File: config.mk
export PLATFORM = sky130hd
export DESIGN_NAME = hazard_controller
export DESIGN_NICKNAME = d
export VERILOG_FILES = /design/src/rtl/hazard_controller.sv
export SDC_FILE = /design/constraint.sdc
export NUM_CORES = 1
export LEC_CHECK = 0
export BUFFER_PORTS_ARGS = -buffer_cell sky130_fd_sc_hd__buf_2
export CAP_MARGIN = 0
export CORE_MARGIN = 5
export CORE_UTILIZATION = 44
export CTS_CLUSTER_DIAMETER = 80
export DETAILED_ROUTE_END_ITERATION = 7
export PLACE_DENSITY = 0.87
export SKIP_LAST_GASP = 1
export SLEW_MARGIN = 10
export SYNTH_ARGS = -nofsm -noshare
export SYNTH_HDL_FRONTEND = slang
export SYNTH_SLANG_ARGS = --single-unit
export TNS_END_PERCENT = 1
File: constraint.sdc
create_clock -name clk -period 1.9 [get_ports clk]
set_clock_uncertainty 0.05 [all_clocks]
set_input_delay 0.095 -clock clk [delete_from_list [all_inputs] [get_ports clk]]
set_output_delay 0.095 -clock clk [all_outputs]
set_load 0.02 [all_outputs]
File: src/rtl/hazard_controller.sv
// Pipeline hazard controller for the 5-stage RV32I core: load-use stall, branch flush and data-memory wait FSM with timeout watchdog.
// Optional performance counters (stall_cycles, flush_events) are compiled in when HAZARD_PERF_CNT_EN is defined.
module hazard_controller #(
    parameter int MEM_TIMEOUT = 16
) (
    input  logic       clk,
    input  logic       reset_n,
    input  logic [4:0] rs1_id,
    input  logic [4:0] rs2_id,
    input  logic       rs1_used_id,
    input  logic       rs2_used_id,
    input  logic [4:0] rd_exe,
    input  logic       mem_read_exe,
    input  logic       branch_taken_exe,
    input  logic       dmem_req_mem,
    input  logic       dmem_ack,
    output logic       stall_if,
    output logic       stall_id,
    output logic       stall_exe,
    output logic       stall_mem,
    output logic       flush_id,
    output logic       flush_exe,
    output logic       flush_wb,
    output logic       bus_err
`ifdef HAZARD_PERF_CNT_EN
    ,
    output logic [31:0] stall_cycles,
    output logic [31:0] flush_events
`endif
);

    localparam int CW = (MEM_TIMEOUT > 0) ? $clog2(MEM_TIMEOUT + 1) : 1;

    localparam logic [1:0] ST_RUN      = 2'd0;
    localparam logic [1:0] ST_MEM_WAIT = 2'd1;
    localparam logic [1:0] ST_MEM_ERR  = 2'd2;

    localparam logic [CW-1:0] CNT_ZERO = {CW{1'b0}};
    localparam logic [CW-1:0] CNT_ONE  = CW'(1);
    localparam logic [CW-1:0] CNT_MAX  = {CW{1'b1}};
    localparam logic [CW-1:0] CNT_TO   = CW'(MEM_TIMEOUT);

    logic [1:0]    state_q, state_d;
    logic [CW-1:0] wait_cnt_q, wait_cnt_d;
    logic          bus_err_q, bus_err_d;
    logic          freeze_s, timeout_s;
    logic          load_use_s, lu_s, br_s;

    // Memory-wait FSM next state, freeze and watchdog timeout
    always_comb begin
        state_d    = state_q;
        wait_cnt_d = wait_cnt_q;
        freeze_s   = 1'b0;
        timeout_s  = 1'b0;
        case (state_q)
            ST_RUN: begin
                if (dmem_req_mem && !dmem_ack) begin
                    freeze_s   = 1'b1;
                    state_d    = ST_MEM_WAIT;
                    wait_cnt_d = CNT_ONE;
                end else begin
                    state_d    = ST_RUN;
                    wait_cnt_d = CNT_ZERO;
                end
            end
            ST_MEM_WAIT: begin
                if (dmem_ack) begin
                    state_d    = ST_RUN;
                    wait_cnt_d = CNT_ZERO;
                end else if ((MEM_TIMEOUT != 0) && (wait_cnt_q == CNT_TO)) begin
                    // Faulted access is dropped: pipeline released, MEM/WB bubbled
                    timeout_s  = 1'b1;
                    state_d    = ST_MEM_ERR;
                    wait_cnt_d = CNT_ZERO;
                end else begin
                    freeze_s = 1'b1;
                    if (wait_cnt_q != CNT_MAX) begin
                        wait_cnt_d = wait_cnt_q + CNT_ONE;
                    end else begin
                        wait_cnt_d = wait_cnt_q;
                    end
                end
            end
            ST_MEM_ERR: begin
                state_d    = ST_RUN;
                wait_cnt_d = CNT_ZERO;
            end
            default: begin
                state_d    = ST_RUN;
                wait_cnt_d = CNT_ZERO;
            end
        endcase
        bus_err_d = (state_d == ST_MEM_ERR);
    end

    // State, wait counter and registered bus error pulse
    always_ff @(posedge clk or negedge reset_n) begin
        if (!reset_n) begin
            state_q    <= ST_RUN;
            wait_cnt_q <= CNT_ZERO;
            bus_err_q  <= 1'b0;
        end else begin
            state_q    <= state_d;
            wait_cnt_q <= wait_cnt_d;
            bus_err_q  <= bus_err_d;
        end
    end

    assign load_use_s = mem_read_exe && (rd_exe != 5'd0) &&
                        ((rs1_used_id && (rs1_id == rd_exe)) ||
                         (rs2_used_id && (rs2_id == rd_exe)));

    // Hazard detection is masked while frozen; a branch overrides a load-use stall
    assign br_s = branch_taken_exe && !freeze_s;
    assign lu_s = load_use_s && !freeze_s && !branch_taken_exe;

    assign stall_if  = reset_n && (freeze_s || lu_s);
    assign stall_id  = reset_n && (freeze_s || lu_s);
    assign stall_exe = reset_n && freeze_s;
    assign stall_mem = reset_n && freeze_s;
    assign flush_id  = reset_n && br_s;
    assign flush_exe = reset_n && (br_s || lu_s);
    assign flush_wb  = reset_n && (freeze_s || timeout_s);
    assign bus_err   = bus_err_q;

`ifdef HAZARD_PERF_CNT_EN
    logic [31:0] stall_cycles_q, flush_events_q;

    // Free-running performance counters, wrapping at 2^32
    always_ff @(posedge clk or negedge reset_n) begin
        if (!reset_n) begin
            stall_cycles_q <= 32'd0;
            flush_events_q <= 32'd0;
        end else begin
            stall_cycles_q <= stall_cycles_q + {31'd0, stall_if};
            flush_events_q <= flush_events_q + {31'd0, flush_id};
        end
    end

    assign stall_cycles = stall_cycles_q;
    assign flush_events = flush_events_q;
`endif

endmodule

==> summary.md, run 1 <==
| Metric | Value |
|---|---|
| Number of endpoints with negative hold slack in the final report | 0 |
| Synth unique cells | 30 |
| Port Buffers | 30 |
| HPWL after detailed placement | 1280 um |
| Ratio of final minimum period to clock period | 1.05 |
| Antenna Nets Post-Route | 0 |
| Top cells by area, synth | sky130_fd_sc_hd__dfrtp_1 (32%), sky130_fd_sc_hd__xor2_1 (13%), sky130_fd_sc_hd__ha_1 (6.0%) |
| Most repeated cell in the gate-level netlist after synthesis | sky130_fd_sc_hd__xor2_1 |
| Synth Flop Type | sky130_fd_sc_hd__dfrtp_1 |
| Switching power | 0.119 mW |
| CTS sink count | 8 |
| Cell type contributing the most total cell area after synthesis | sky130_fd_sc_hd__dfrtp_1 |
| Count of yosys warnings during synthesis | 0 |
| Period minus WS final | 2.00 ns |
| Data required time at the worst endpoint | 1.75 ns |
| Arrival time worst endpoint | 1.85 ns |
| Die Span Y | 47.8 um |
| Cell count after synthesis | 64 |
| Clock tree from TritonCTS | done |
| Number of clock buffers inserted by TritonCTS | 3 |
| Max capacitance violation total | 0 |
| Violations in the final reports | setup timing |
| Area inside the core boundary | 0.00133 mm^2 |
| Final worst setup slack | -0.0953 ns |
| Critical path endpoint | flush_exe |
| Pin count of the biggest net entering global routing | 14 |
| R2R Path End | wait_cnt_q[0] |
| DRC violations left | 0 |
| Number of cells on the worst reg-to-reg path | 6 |
| Worst hold-check path type | input port to flop |
| Fraction of power spent switching nets | 0.280 |
| Power per cell area | 494 mW/mm^2 |
| # diodes | 0 |
| Slack of the worst reg-to-reg path | 0.11 ns |
| Number of nets in the layout | 126 |
| Worst setup path startpoint | wait_cnt_q[1] |
| Fraction of post-synthesis cell area in the top cell type by area | 0.318 |
| Maximum fanout along the worst path | 4 |
| Critical path type | flop to output pin |
| Clk pwr share | 0.304 |
| Internal power contribution | 0.305 mW |
| Die boundary width | 47.8 um |
| Starting DRT DRC Count | 7 |
| Latest clock arrival within the worst-skew pair | 0.25 ns |
| Bufs on Longest Clock Path | 2 |
| Crit start category | flop |
| Via count normalized by instance count | 5.12 |
| Result of the run | finished, violations left |
| Clock tree root driver cell | sky130_fd_sc_hd__clkbuf_4 |
| Remaining Overflow, GRT | 0 |
| Worst-Margin Slew | 0.364 ns |
| Async set-or-reset flop fraction in the synthesized netlist | 1.00 |
| Area overhead of the layout relative to synthesis | 36.4% |
| Starting density of the core | 0.472 |
| Flop and latch count out of synthesis | 8 |
| Post-synth net total | 90 |
| Sequential group share of total power | 0.421 |
| Max transition margin | 0.757 |
| Total iterations of the first detailed-routing run | 2 |
| Endpoint type of the worst setup path | output pin |
| Wire length of the first global-routing pass | 2300 um |
| Setup repair after global routing missed its margin | true |
| Mean routed wirelength per cell | 13.2 um |
| Most frequent cells after synthesis | sky130_fd_sc_hd__xor2_1 (9), sky130_fd_sc_hd__dfrtp_1 (8), sky130_fd_sc_hd__nor2_1 (6) |
| Max Clk Rate | 501 MHz |
| Fill cells | 121 |
| Relative contribution of combinational cells to total power | 0.275 |
| Routability cong. | 0.831 |
| Number of antenna violations at the first check in global routing | 0 |
| Highest ir drop seen on vdd | 0.305 mV |
| H-tree Lvls | 1 |
| Count of final max-slew check failures | 0 |
| Count of flip-flops with a built-in enable after synthesis | 0 |
| Startpoint of the worst-slack reg-to-reg timing path | wait_cnt_q[0] |
| Clock-pin slew on the worst setup and hold paths | 0.05 ns |
| Total vias in the final route | just under 600 |
| Global-route usage over all layers | 0.149 |
| Total Die Area | 0.00229 mm^2 |
| Reported leakage power | roughly 0.41 nW |
| Post-Route WL | 1490 um |
| Number of global-route vias before repair | 547 |
| Layout Utilization | 0.644 |
| Share of layout cells above drive strength 1 | 0.418 |
| Tot Pwr | between 0.4 and 0.5 mW |
| Final setup violation count | 3 |
| Number of ports placed on the die boundary | 31 |
| Share of synthesized area occupied by flip-flops and latches | 0.318 |
| Summed instance area of the synthesized netlist | ~630 um^2 |
| Cell row count | 13 |
| Syn_area_per_cell | about 10 um^2 |
[per-stage QoR]
stage	hold WS (ns)	worst slack, ns	instance area (um^2)	setup TNS, ns	instances
final	0.0243	-0.0953	858	-0.204	113
after global routing	0.0279	-0.214	858	-0.770	113
after CTS	0.0122	-0.114	858	-0.263	113
after detailed placement	-0.0775	0.0744	812	0	109
after global placement	-0.0819	0.107	812	0	109
after floorplan	-0.251	0.0247	647	0	64
[worst max-delay path, cell delays in order (launching register included)]
cell and delay [ns]:
sky130_fd_sc_hd__dfrtp_1 0.34, sky130_fd_sc_hd__inv_1 0.05, sky130_fd_sc_hd__ha_2 0.17, sky130_fd_sc_hd__nor4bb_4 0.15, sky130_fd_sc_hd__a2111oi_4 0.35, sky130_fd_sc_hd__and3b_1 0.22, sky130_fd_sc_hd__o21bai_1 0.14, sky130_fd_sc_hd__buf_4 0.17
[layout make-up]
class	count	area (um^2)	share of cell area
Multi-Input combinational cell	52	432	0.503
Sequential cell	8	200	0.233
Timing Repair Buffer	33	178	0.207
Clock buffer	3	22.5	0.0262
Tap cell	15	18.8	0.0219
Inverter	2	7.51	0.00875
[power groups by stage]
stage / Sequential [mW] / Combinational, mW / Clock, mW
after floorplan: 0.182 / 0.0631 / 0
after global placement: 0.181 / 0.109 / 0
after detailed placement: 0.182 / 0.113 / 0
after CTS: 0.179 / 0.118 / 0.136
after global routing: 0.179 / 0.129 / 0.143
final: 0.179 / 0.117 / 0.129
[flip-flops by register name (all words and copies together) (netlist names)]
name / cells
bus_err: 1
state_q: 2
wait_cnt_q: 5
[what timing repair did]
action | CTS | global route
hold buffers | 1 | 0
resized for setup | 3 | 0
endpoints found under the hold margin | 8 | 0
pin swaps | 1 | 0
setup buffers | 0 | 0
endpoints found under the setup margin | 6 | 6
[how the worst min path moves through the flow]
| stage | startpoint | endpoint | slack (ns) | depth (start not counted) |
|---|---|---|---|---|
| after global routing | dmem_ack | state_q[0] | 0.03 | 2 |
| after floorplan | reset_n | bus_err | -0.25 | 0 |
| after CTS | dmem_ack | state_q[0] | 0.01 | 2 |
| after detailed placement | reset_n | bus_err | -0.08 | 1 |
| final | dmem_ack | state_q[0] | 0.02 | 2 |
| after global placement | reset_n | bus_err | -0.08 | 1 |
[layout by cell type (no fill, tap or decap)]
cell,n
sky130_fd_sc_hd__o21bai_4,1
sky130_fd_sc_hd__or4_1,1
sky130_fd_sc_hd__o22ai_1,1
sky130_fd_sc_hd__nand3b_1,2
sky130_fd_sc_hd__clkbuf_4,3
sky130_fd_sc_hd__nor4_1,2
sky130_fd_sc_hd__dfrtp_1,8
sky130_fd_sc_hd__nor2_1,6
sky130_fd_sc_hd__nand4bb_1,1
sky130_fd_sc_hd__dlygate4sd3_1,1
sky130_fd_sc_hd__o21bai_1,1
sky130_fd_sc_hd__mux2i_1,1
sky130_fd_sc_hd__and3_1,1
sky130_fd_sc_hd__and3b_1,2
sky130_fd_sc_hd__a32oi_1,1
sky130_fd_sc_hd__and2_0,1
sky130_fd_sc_hd__o21a_1,1
sky130_fd_sc_hd__xor2_1,9
sky130_fd_sc_hd__and2_4,1
sky130_fd_sc_hd__buf_2,29
sky130_fd_sc_hd__nand4b_1,1
sky130_fd_sc_hd__xnor2_1,3
sky130_fd_sc_hd__nor2b_1,1
sky130_fd_sc_hd__ha_2,1
sky130_fd_sc_hd__nor2_2,1
sky130_fd_sc_hd__nand2_1,4
sky130_fd_sc_hd__o32a_1,1
sky130_fd_sc_hd__nand3_1,2
sky130_fd_sc_hd__a21oi_1,1
sky130_fd_sc_hd__inv_1,2
sky130_fd_sc_hd__nor4bb_4,1
sky130_fd_sc_hd__nand2b_1,1
sky130_fd_sc_hd__buf_4,3
sky130_fd_sc_hd__a2111oi_4,1
sky130_fd_sc_hd__ha_1,2
[kinds of logic (layout without fill, tap and decap cells)]
kind of cell / Yosys count / count (layout) / share of synthesized area
and+or+nand+nor: 28 / 28 / 0.276
xor gates and xnor gates: 12 / 12 / 0.167
AOI/OAI and AO/OA: 8 / 8 / 0.127
DFF: 8 / 8 / 0.318
buffers and inverters: 4 / 38 / 0.0358
adders and majority gates: 3 / 3 / 0.0596
muxes: 1 / 1 / 0.0159
[routing by layer]
metal / routed length, um / global-route usage / up-vias
met4: 26 / 0.0645 / 0
met5: 0 / 0 / -
li1: - / - / 296
met1: 627 / 0.162 / 265
met3: 92 / 0.0376 / 2
met2: 747 / 0.269 / 16
Note: power is estimated with default switching activity, not from simulation.
==> run 2, diff against run 1 <==
--- a/config.mk
+++ b/config.mk
@@ -11,6 +11,7 @@
 export CORE_UTILIZATION = 44
 export CTS_CLUSTER_DIAMETER = 80
 export DETAILED_ROUTE_END_ITERATION = 7
+export GPL_TIMING_DRIVEN = 0
 export PLACE_DENSITY = 0.87
 export SKIP_LAST_GASP = 1
 export SLEW_MARGIN = 10
==> summary.md, run 2 (synthesized netlist as in run 1, its figures left out) <==
| Metric | Value |
|---|---|
| Port Buffers | 30 |
| Max capacitance violation total | 0 |
| Hold Slack | 0.0117 ns |
| Critical path, cell by cell | inv_1 -> ha_2 -> nor4bb_4 -> a2111oi_4 -> and2_4 -> o21bai_4 -> buf_6 -> buf_6 |
| Cell family with the largest share of critical-path delay | compound AO/OA/AOI/OAI gates |
| Starting density of the core | 0.472 |
| Leading cell types in the layout, fill and taps excluded | sky130_fd_sc_hd__buf_2 (29), sky130_fd_sc_hd__xor2_1 (9), sky130_fd_sc_hd__dfrtp_1 (8) |
| Number of clock buffers inserted by TritonCTS | 3 |
| Total iterations of the first detailed-routing run | 3 |
| GR Util met2 | 0.309 |
| Count of final max-slew check failures | 0 |
| Global-route usage over all layers | 0.162 |
| # diodes | 0 |
| Routability cong. | 0.794 |
| Largest register FFs | 5 |
| Antenna Nets Post-Route | 0 |
| Max Clk Rate | 491 MHz |
| Number of nets in the layout | 129 |
| Final worst setup slack | -0.136 ns |
| Clock tree root driver cell | sky130_fd_sc_hd__clkbuf_4 |
| Endpoint type of the worst setup path | output pin |
| Share of layout cells above drive strength 1 | 0.436 |
| Total vias in the final route | between 500 and 600 |
| Wire length of the first global-routing pass | 2400 um |
| Latest clock arrival within the worst-skew pair | 0.26 ns |
| Area inside the core boundary | roughly 0.0013 mm^2 |
| Total instance count after detailed placement | 109 |
| Final Non-Filler Cells | 116 |
| Arrival time worst endpoint | approximately 1.9 ns |
| Critical path type | flop to output pin |
| Tot Pwr | 0.437 mW |
| CTS sink count | 8 |
| Number of ports placed on the die boundary | 31 |
| Ratio of final minimum period to clock period | 1.07 |
| Violations in the final reports | setup timing |
| Global routing met3 resource utilization | 0.0677 |
| Via count normalized by instance count | about 5.1 |
| H-tree Lvls | 1 |
| Pin count of the biggest net entering global routing | 14 |
| Maximum fanout along the worst path | 4 |
| Number of antenna violations at the first check in global routing | 0 |
| Crit start category | flop |
| Bufs on Longest Clock Path | 2 |
| Number of endpoints with negative hold slack in the final report | 0 |
| Cell with the most instances on the worst path | sky130_fd_sc_hd__buf_6 |
| Result of the run | finished, violations left |
| Met1 Resource Use GR | 0.133 |
| Die boundary width | between 40 and 50 um |
| Remaining Overflow, GRT | 0 |
| Register ranked first by flip-flop count | wait_cnt_q |
| Number of global-route vias before repair | 571 |
| Starting DRT DRC Count | 6 |
| Total Die Area | 0.00229 mm^2 |
| Cell row count | 13 |
| Final setup violation count | 4 |
| Die Span Y | roughly 48 um |
| Most frequent standard cell in the layout excluding fill and tap cells | sky130_fd_sc_hd__buf_2 |
| HPWL after detailed placement | 1190 um |
| Post-Route WL | about 1600 um |
| Slowest Stage Delay on Critical Path | ~0.37 ns |
| Worst hold-check path type | input port to flop |
| Clock tree from TritonCTS | done |
| Most used routing layer in global routing | met2 |
| Setup repair after global routing missed its margin | true |
| Clock-pin slew on the worst setup and hold paths | 0.06 ns |
| Buffers & Inverters on Critical Path | 3 |
| Data required time at the worst endpoint | 1.75 ns |
| Max transition margin | 0.759 |
| Master of the slowest instance on the critical path | sky130_fd_sc_hd__a2111oi_4 |
| Fill cells | 108 |
| Mean routed wirelength per cell | 13.9 um |
| Period minus WS final | 2.04 ns |
| Highest ir drop seen on vdd | 0.371 mV |
| DRC violations left | 0 |
| Area overhead of the layout relative to synthesis | 41.2% |
| Power per cell area | 492 mW/mm^2 |
| Reported leakage power | 0.430 nW |
| Worst-Margin Slew | 0.361 ns |
-- run 2: through the flow --
stage,util,setup slack (ns),setup TNS [ns],cell area (um^2)
2_1_floorplan,-,0.0247,0,647
3_3_place_gp,0.612,-0.0560,-0.0783,816
3_5_place_dp,0.612,-0.0801,-0.130,816
4_1_cts,0.666,-0.119,-0.365,888
5_1_grt,0.666,-0.241,-0.973,888
6_report,0.666,-0.136,-0.431,888
-- run 2: cell type report --
cell class                 count  area (um^2)  share of cell area
tap                           15         18.8              0.0211
inverter                       2         7.51             0.00845
timing repair buffer          34          189               0.213
multi-input combinational     52          432               0.486
clock buffer                   3         22.5              0.0254
buffer                         2         18.8              0.0211
sequential                     8          200               0.225
-- run 2: power by group --
group | switching, mW | internal [mW] | leakage, nW
logic | 0.0611 | 0.0660 | 0.307
clock network | 0.0592 | 0.0724 | 0.0138
registers | 0.00398 | 0.175 | 0.109
total | 0.124 | 0.313 | 0.430
-- run 2: per-layer routing --
layer / routed length (um) / vias to the layer above
met3: 135 / 5
met2: 838 / 17
met4: 33 / 0
li1: - / 304
met1: 612 / 266
met5: 0 / -
-- run 2: worst paths after layout --
| path | cells past startpoint | slack [ns] | endpoint | from |
|---|---|---|---|---|
| setup / recovery | 8 | -0.14 | stall_if | wait_cnt_q[0] |
| hold / removal | 2 | 0.01 | state_q[0] | dmem_ack |
| setup reg to reg | 6 | 0.10 | wait_cnt_q[0] | wait_cnt_q[0] |
| hold reg to reg | 1 | 0.45 | state_q[0] | state_q[1] |
| max in group asynchronous | 2 | 1.41 | wait_cnt_q[1] | reset_n |
| min in group asynchronous | 2 | 0.18 | state_q[0] | reset_n |
-- run 2: repair_timing --
action / in CTS / in global routing
setup endpoints to repair: 6 / 6
hold buffers: 1 / 0
pin swaps: 3 / 0
setup buffers: 3 / 0
resized for setup: 4 / 0
hold endpoints to repair: 8 / 0
==> run 3, diff against run 2 <==
--- a/config.mk
+++ b/config.mk
@@ -5,10 +5,11 @@
 export SDC_FILE = /design/constraint.sdc
 export NUM_CORES = 1
 export LEC_CHECK = 0
+export ABC_AREA = 1
 export BUFFER_PORTS_ARGS = -buffer_cell sky130_fd_sc_hd__buf_2
 export CAP_MARGIN = 0
 export CORE_MARGIN = 5
-export CORE_UTILIZATION = 44
+export CORE_UTILIZATION = 45
 export CTS_CLUSTER_DIAMETER = 80
 export DETAILED_ROUTE_END_ITERATION = 7
 export GPL_TIMING_DRIVEN = 0
==> summary.md, run 3 <==
| Metric | Value |
|---|---|
| Simple logic cell fraction of the synthesized area | 0.446 |
| Count of yosys warnings during synthesis | 0 |
| Hold path endpoint | wait_cnt_q[1] |
| Adder and majority cell fraction of the synthesized area | 0.0533 |
| Area inside the core boundary | 0.00149 mm^2 |
| Fill cells | 141 |
| Routability cong. | 0.778 |
| Hold-critical path depth | 4 |
| Total negative setup slack | 0 ns |
| Async set-or-reset flop fraction in the synthesized netlist | 1.00 |
| WL met3 | 95 um |
| Storage cell area | 200 um^2 |
| Total met2 wirelength after detailed routing | 1060 um |
| Die Span Y | about 50 um |
| Final setup violation count | 0 |
| Summed instance area of the synthesized netlist | 704 um^2 |
| Share of synthesized area occupied by flip-flops and latches | 0.284 |
| Clock tree root driver cell | sky130_fd_sc_hd__clkbuf_4 |
| Via count normalized by instance count | 4.89 |
| Flop and latch count out of synthesis | 8 |
| Ratio of final minimum period to clock period | 0.969 |
| Most frequent cells after synthesis | sky130_fd_sc_hd__nand2_1 (41), sky130_fd_sc_hd__inv_1 (23), sky130_fd_sc_hd__nor2_1 (15) |
| Wire length of the first global-routing pass | 3010 um |
| Crit start category | flop |
| Critical path type | flop to output pin |
| Clock tree from TritonCTS | done |
| Worst hold-check path type | input port to flop |
| Endpoint type of the worst setup path | output pin |
| Power per cell area | 487 mW/mm^2 |
| Top cells by area, synth | sky130_fd_sc_hd__dfrtp_1 (28%), sky130_fd_sc_hd__nand2_1 (22%), sky130_fd_sc_hd__inv_1 (12%) |
| Area post-placement | about 870 um^2 |
| Number of ports placed on the die boundary | 31 |
| Die boundary width | 49.6 um |
| Layout Utilization | 0.643 |
| Max capacitance violation total | 0 |
| Place WS | 0.283 ns |
| Port Buffers | 30 |
| Leading cell types in the layout, fill and taps excluded | sky130_fd_sc_hd__nand2_1 (41), sky130_fd_sc_hd__buf_2 (29), sky130_fd_sc_hd__inv_1 (23) |
| Number of antenna violations at the first check in global routing | 0 |
| Count of flip-flops with a built-in enable after synthesis | 0 |
| Slack of the worst reg-to-reg path | 0.28 ns |
| Xor/xnor share of the synthesized area | 0.0124 |
| Remaining Overflow, GRT | 0 |
| Maximum fanout along the worst path | 5 |
| HPWL after detailed placement | 1390 um |
| Share of the synthesized area in compound gates (AO/OA/AOI/OAI) | 0.0604 |
| Result of the run | finished, final reports clean |
| Total vias in the final route | 822 |
| Total iterations of the first detailed-routing run | 4 |
| Global-route usage over all layers | 0.152 |
| Pin count of the biggest net entering global routing | 13 |
| R2R Path End | wait_cnt_q[3] |
| Syn_area_per_cell | 6.13 um^2 |
| Number of clock buffers inserted by TritonCTS | 3 |
| Final worst setup slack | 0.0596 ns |
| Number of global-route vias before repair | 776 |
| Cell type contributing the most total cell area after synthesis | sky130_fd_sc_hd__dfrtp_1 |
| Number of endpoints with negative hold slack in the final report | 0 |
| Max Clk Rate | approximately 540 MHz |
| Post-Route WL | 1900 um |
| Synth Flop Type | sky130_fd_sc_hd__dfrtp_1 |
| Largest register FFs | 5 |
| Max transition margin | 0.782 |
| Clock-pin slew on the worst setup and hold paths | 0.06 ns |
| Reported leakage power | between 0.5 and 0.6 nW |
| Bufs on Longest Clock Path | 2 |
| Beginning of the worst hold path | dmem_ack |
| Antenna Nets Post-Route | 0 |
| Post-synth net total | 141 |
| Number of nets in the layout | between 150 and 200 |
| Number of cells on the worst reg-to-reg path | 8 |
| Mean routed wirelength per cell | 11.3 um |
| Cell count after synthesis | approximately 120 |
| Design area | approximately 960 um^2 |
| Count of final max-slew check failures | 0 |
| Share of layout cells above drive strength 1 | 0.296 |
| Highest ir drop seen on vdd | approximately 0.26 mV |
| Total Die Area | 0.00246 mm^2 |
| Register ranked first by flip-flop count | wait_cnt_q |
| Synth unique cells | 16 |
| H-tree Lvls | 1 |
| Starting DRT DRC Count | 8 |
| DRC violations left | 0 |
| Data required time at the worst endpoint | 1.75 ns |
| Starting density of the core | 0.473 |
| Startpoint of the worst-slack reg-to-reg timing path | wait_cnt_q[0] |
| # diodes | 0 |
| Multi-input gate area | between 400 and 500 um^2 |
| Period minus WS final | 1.84 ns |
| Latest clock arrival within the worst-skew pair | 0.26 ns |
| Most repeated cell in the gate-level netlist after synthesis | sky130_fd_sc_hd__nand2_1 |
| Area overhead of the layout relative to synthesis | 35.9% |
| Cell row count | 14 |
| Largest family of logic cells by synthesized area | simple AND/OR/NAND/NOR gates |
| Arrival time worst endpoint | 1.70 ns |
| Worst-Margin Slew | 0.324 ns |
| Most frequent standard cell in the layout excluding fill and tap cells | sky130_fd_sc_hd__nand2_1 |
| Fraction of post-synthesis cell area in the top cell type by area | 0.284 |
| CTS sink count | 8 |
| Metal-1 WL | 696 um |
| Highest metal layer used by the detailed router | met4 |
| Mux share of post-synthesis cell area | 0 |
run 3: logic make-up after synthesis:
| group | after synthesis |
|---|---|
| simple gates | 70 |
| buf+inv | 25 |
| compound gates | 8 |
| flops | 8 |
| fa+ha+maj | 3 |
| xor+xnor | 1 |
run 3: critical path: stages, from the launching register on:
cell                      delay [ns]
sky130_fd_sc_hd__dfrtp_1        0.43
sky130_fd_sc_hd__inv_1          0.12
sky130_fd_sc_hd__ha_4           0.14
sky130_fd_sc_hd__nand3_4        0.07
sky130_fd_sc_hd__nand2_4        0.11
sky130_fd_sc_hd__nand2_4        0.07
sky130_fd_sc_hd__nor2_4         0.08
sky130_fd_sc_hd__nand3_1        0.08
sky130_fd_sc_hd__nand2_1        0.09
sky130_fd_sc_hd__buf_4          0.11
sky130_fd_sc_hd__buf_4          0.13
run 3: layout make-up:
| class | instances | share of cell area |
|---|---|---|
| Multi-Input combinational cell | 82 | 0.447 |
| Sequential cell | 8 | 0.209 |
| Timing Repair Buffer | 34 | 0.193 |
| Inverter | 23 | 0.0902 |
| Clock buffer | 3 | 0.0235 |
| Tap cell | 16 | 0.0209 |
| Buffer | 2 | 0.0157 |
run 3: where the power goes:
group          total (mW)  internal, mW  switching, mW  leakage, nW
clock network       0.132        0.0724         0.0600       0.0138
registers           0.182         0.176        0.00563        0.109
logic               0.152        0.0632         0.0889        0.463
run 3: worst max path at each step:
stage                   from  endpoint  slack [ns]
2_1_floorplan  wait_cnt_q[0]  stall_if        0.36
3_3_place_gp   wait_cnt_q[0]  stall_if        0.32
3_5_place_dp   wait_cnt_q[0]  stall_if        0.28
4_1_cts        wait_cnt_q[0]  stall_if       0.005
5_1_grt        wait_cnt_q[0]  stall_if       -0.04
6_report       wait_cnt_q[0]  stall_if        0.06
run 3: what timing repair did:
| action | CTS | global route |
|---|---|---|
| gates cloned | 0 | 0 |
| endpoints found under the hold margin | 8 | 0 |
| resized for setup | 0 | 5 |
| pin swaps | 1 | 3 |
| setup endpoints to repair | 1 | 3 |
| hold buffers | 1 | 0 |
| setup buffers | 0 | 3 |
run 3: metal layers:
metal / vias to the layer above / track usage
met1: 371 / 0.161
met3: 5 / 0.0211
met5: - / 0
met2: 26 / 0.282
met4: 0 / 0.0786
li1: 420 / -
run 3: metrics by stage:
step / std cells / hold slack (ns) / power, mW
after floorplan: 115 / -0.251 / 0.264
after global placement: 161 / -0.0820 / 0.313
after detailed placement: 161 / -0.0811 / 0.319
after CTS: 165 / 0.126 / 0.453
after global routing: 168 / 0.193 / 0.499
final: 168 / 0.165 / 0.466
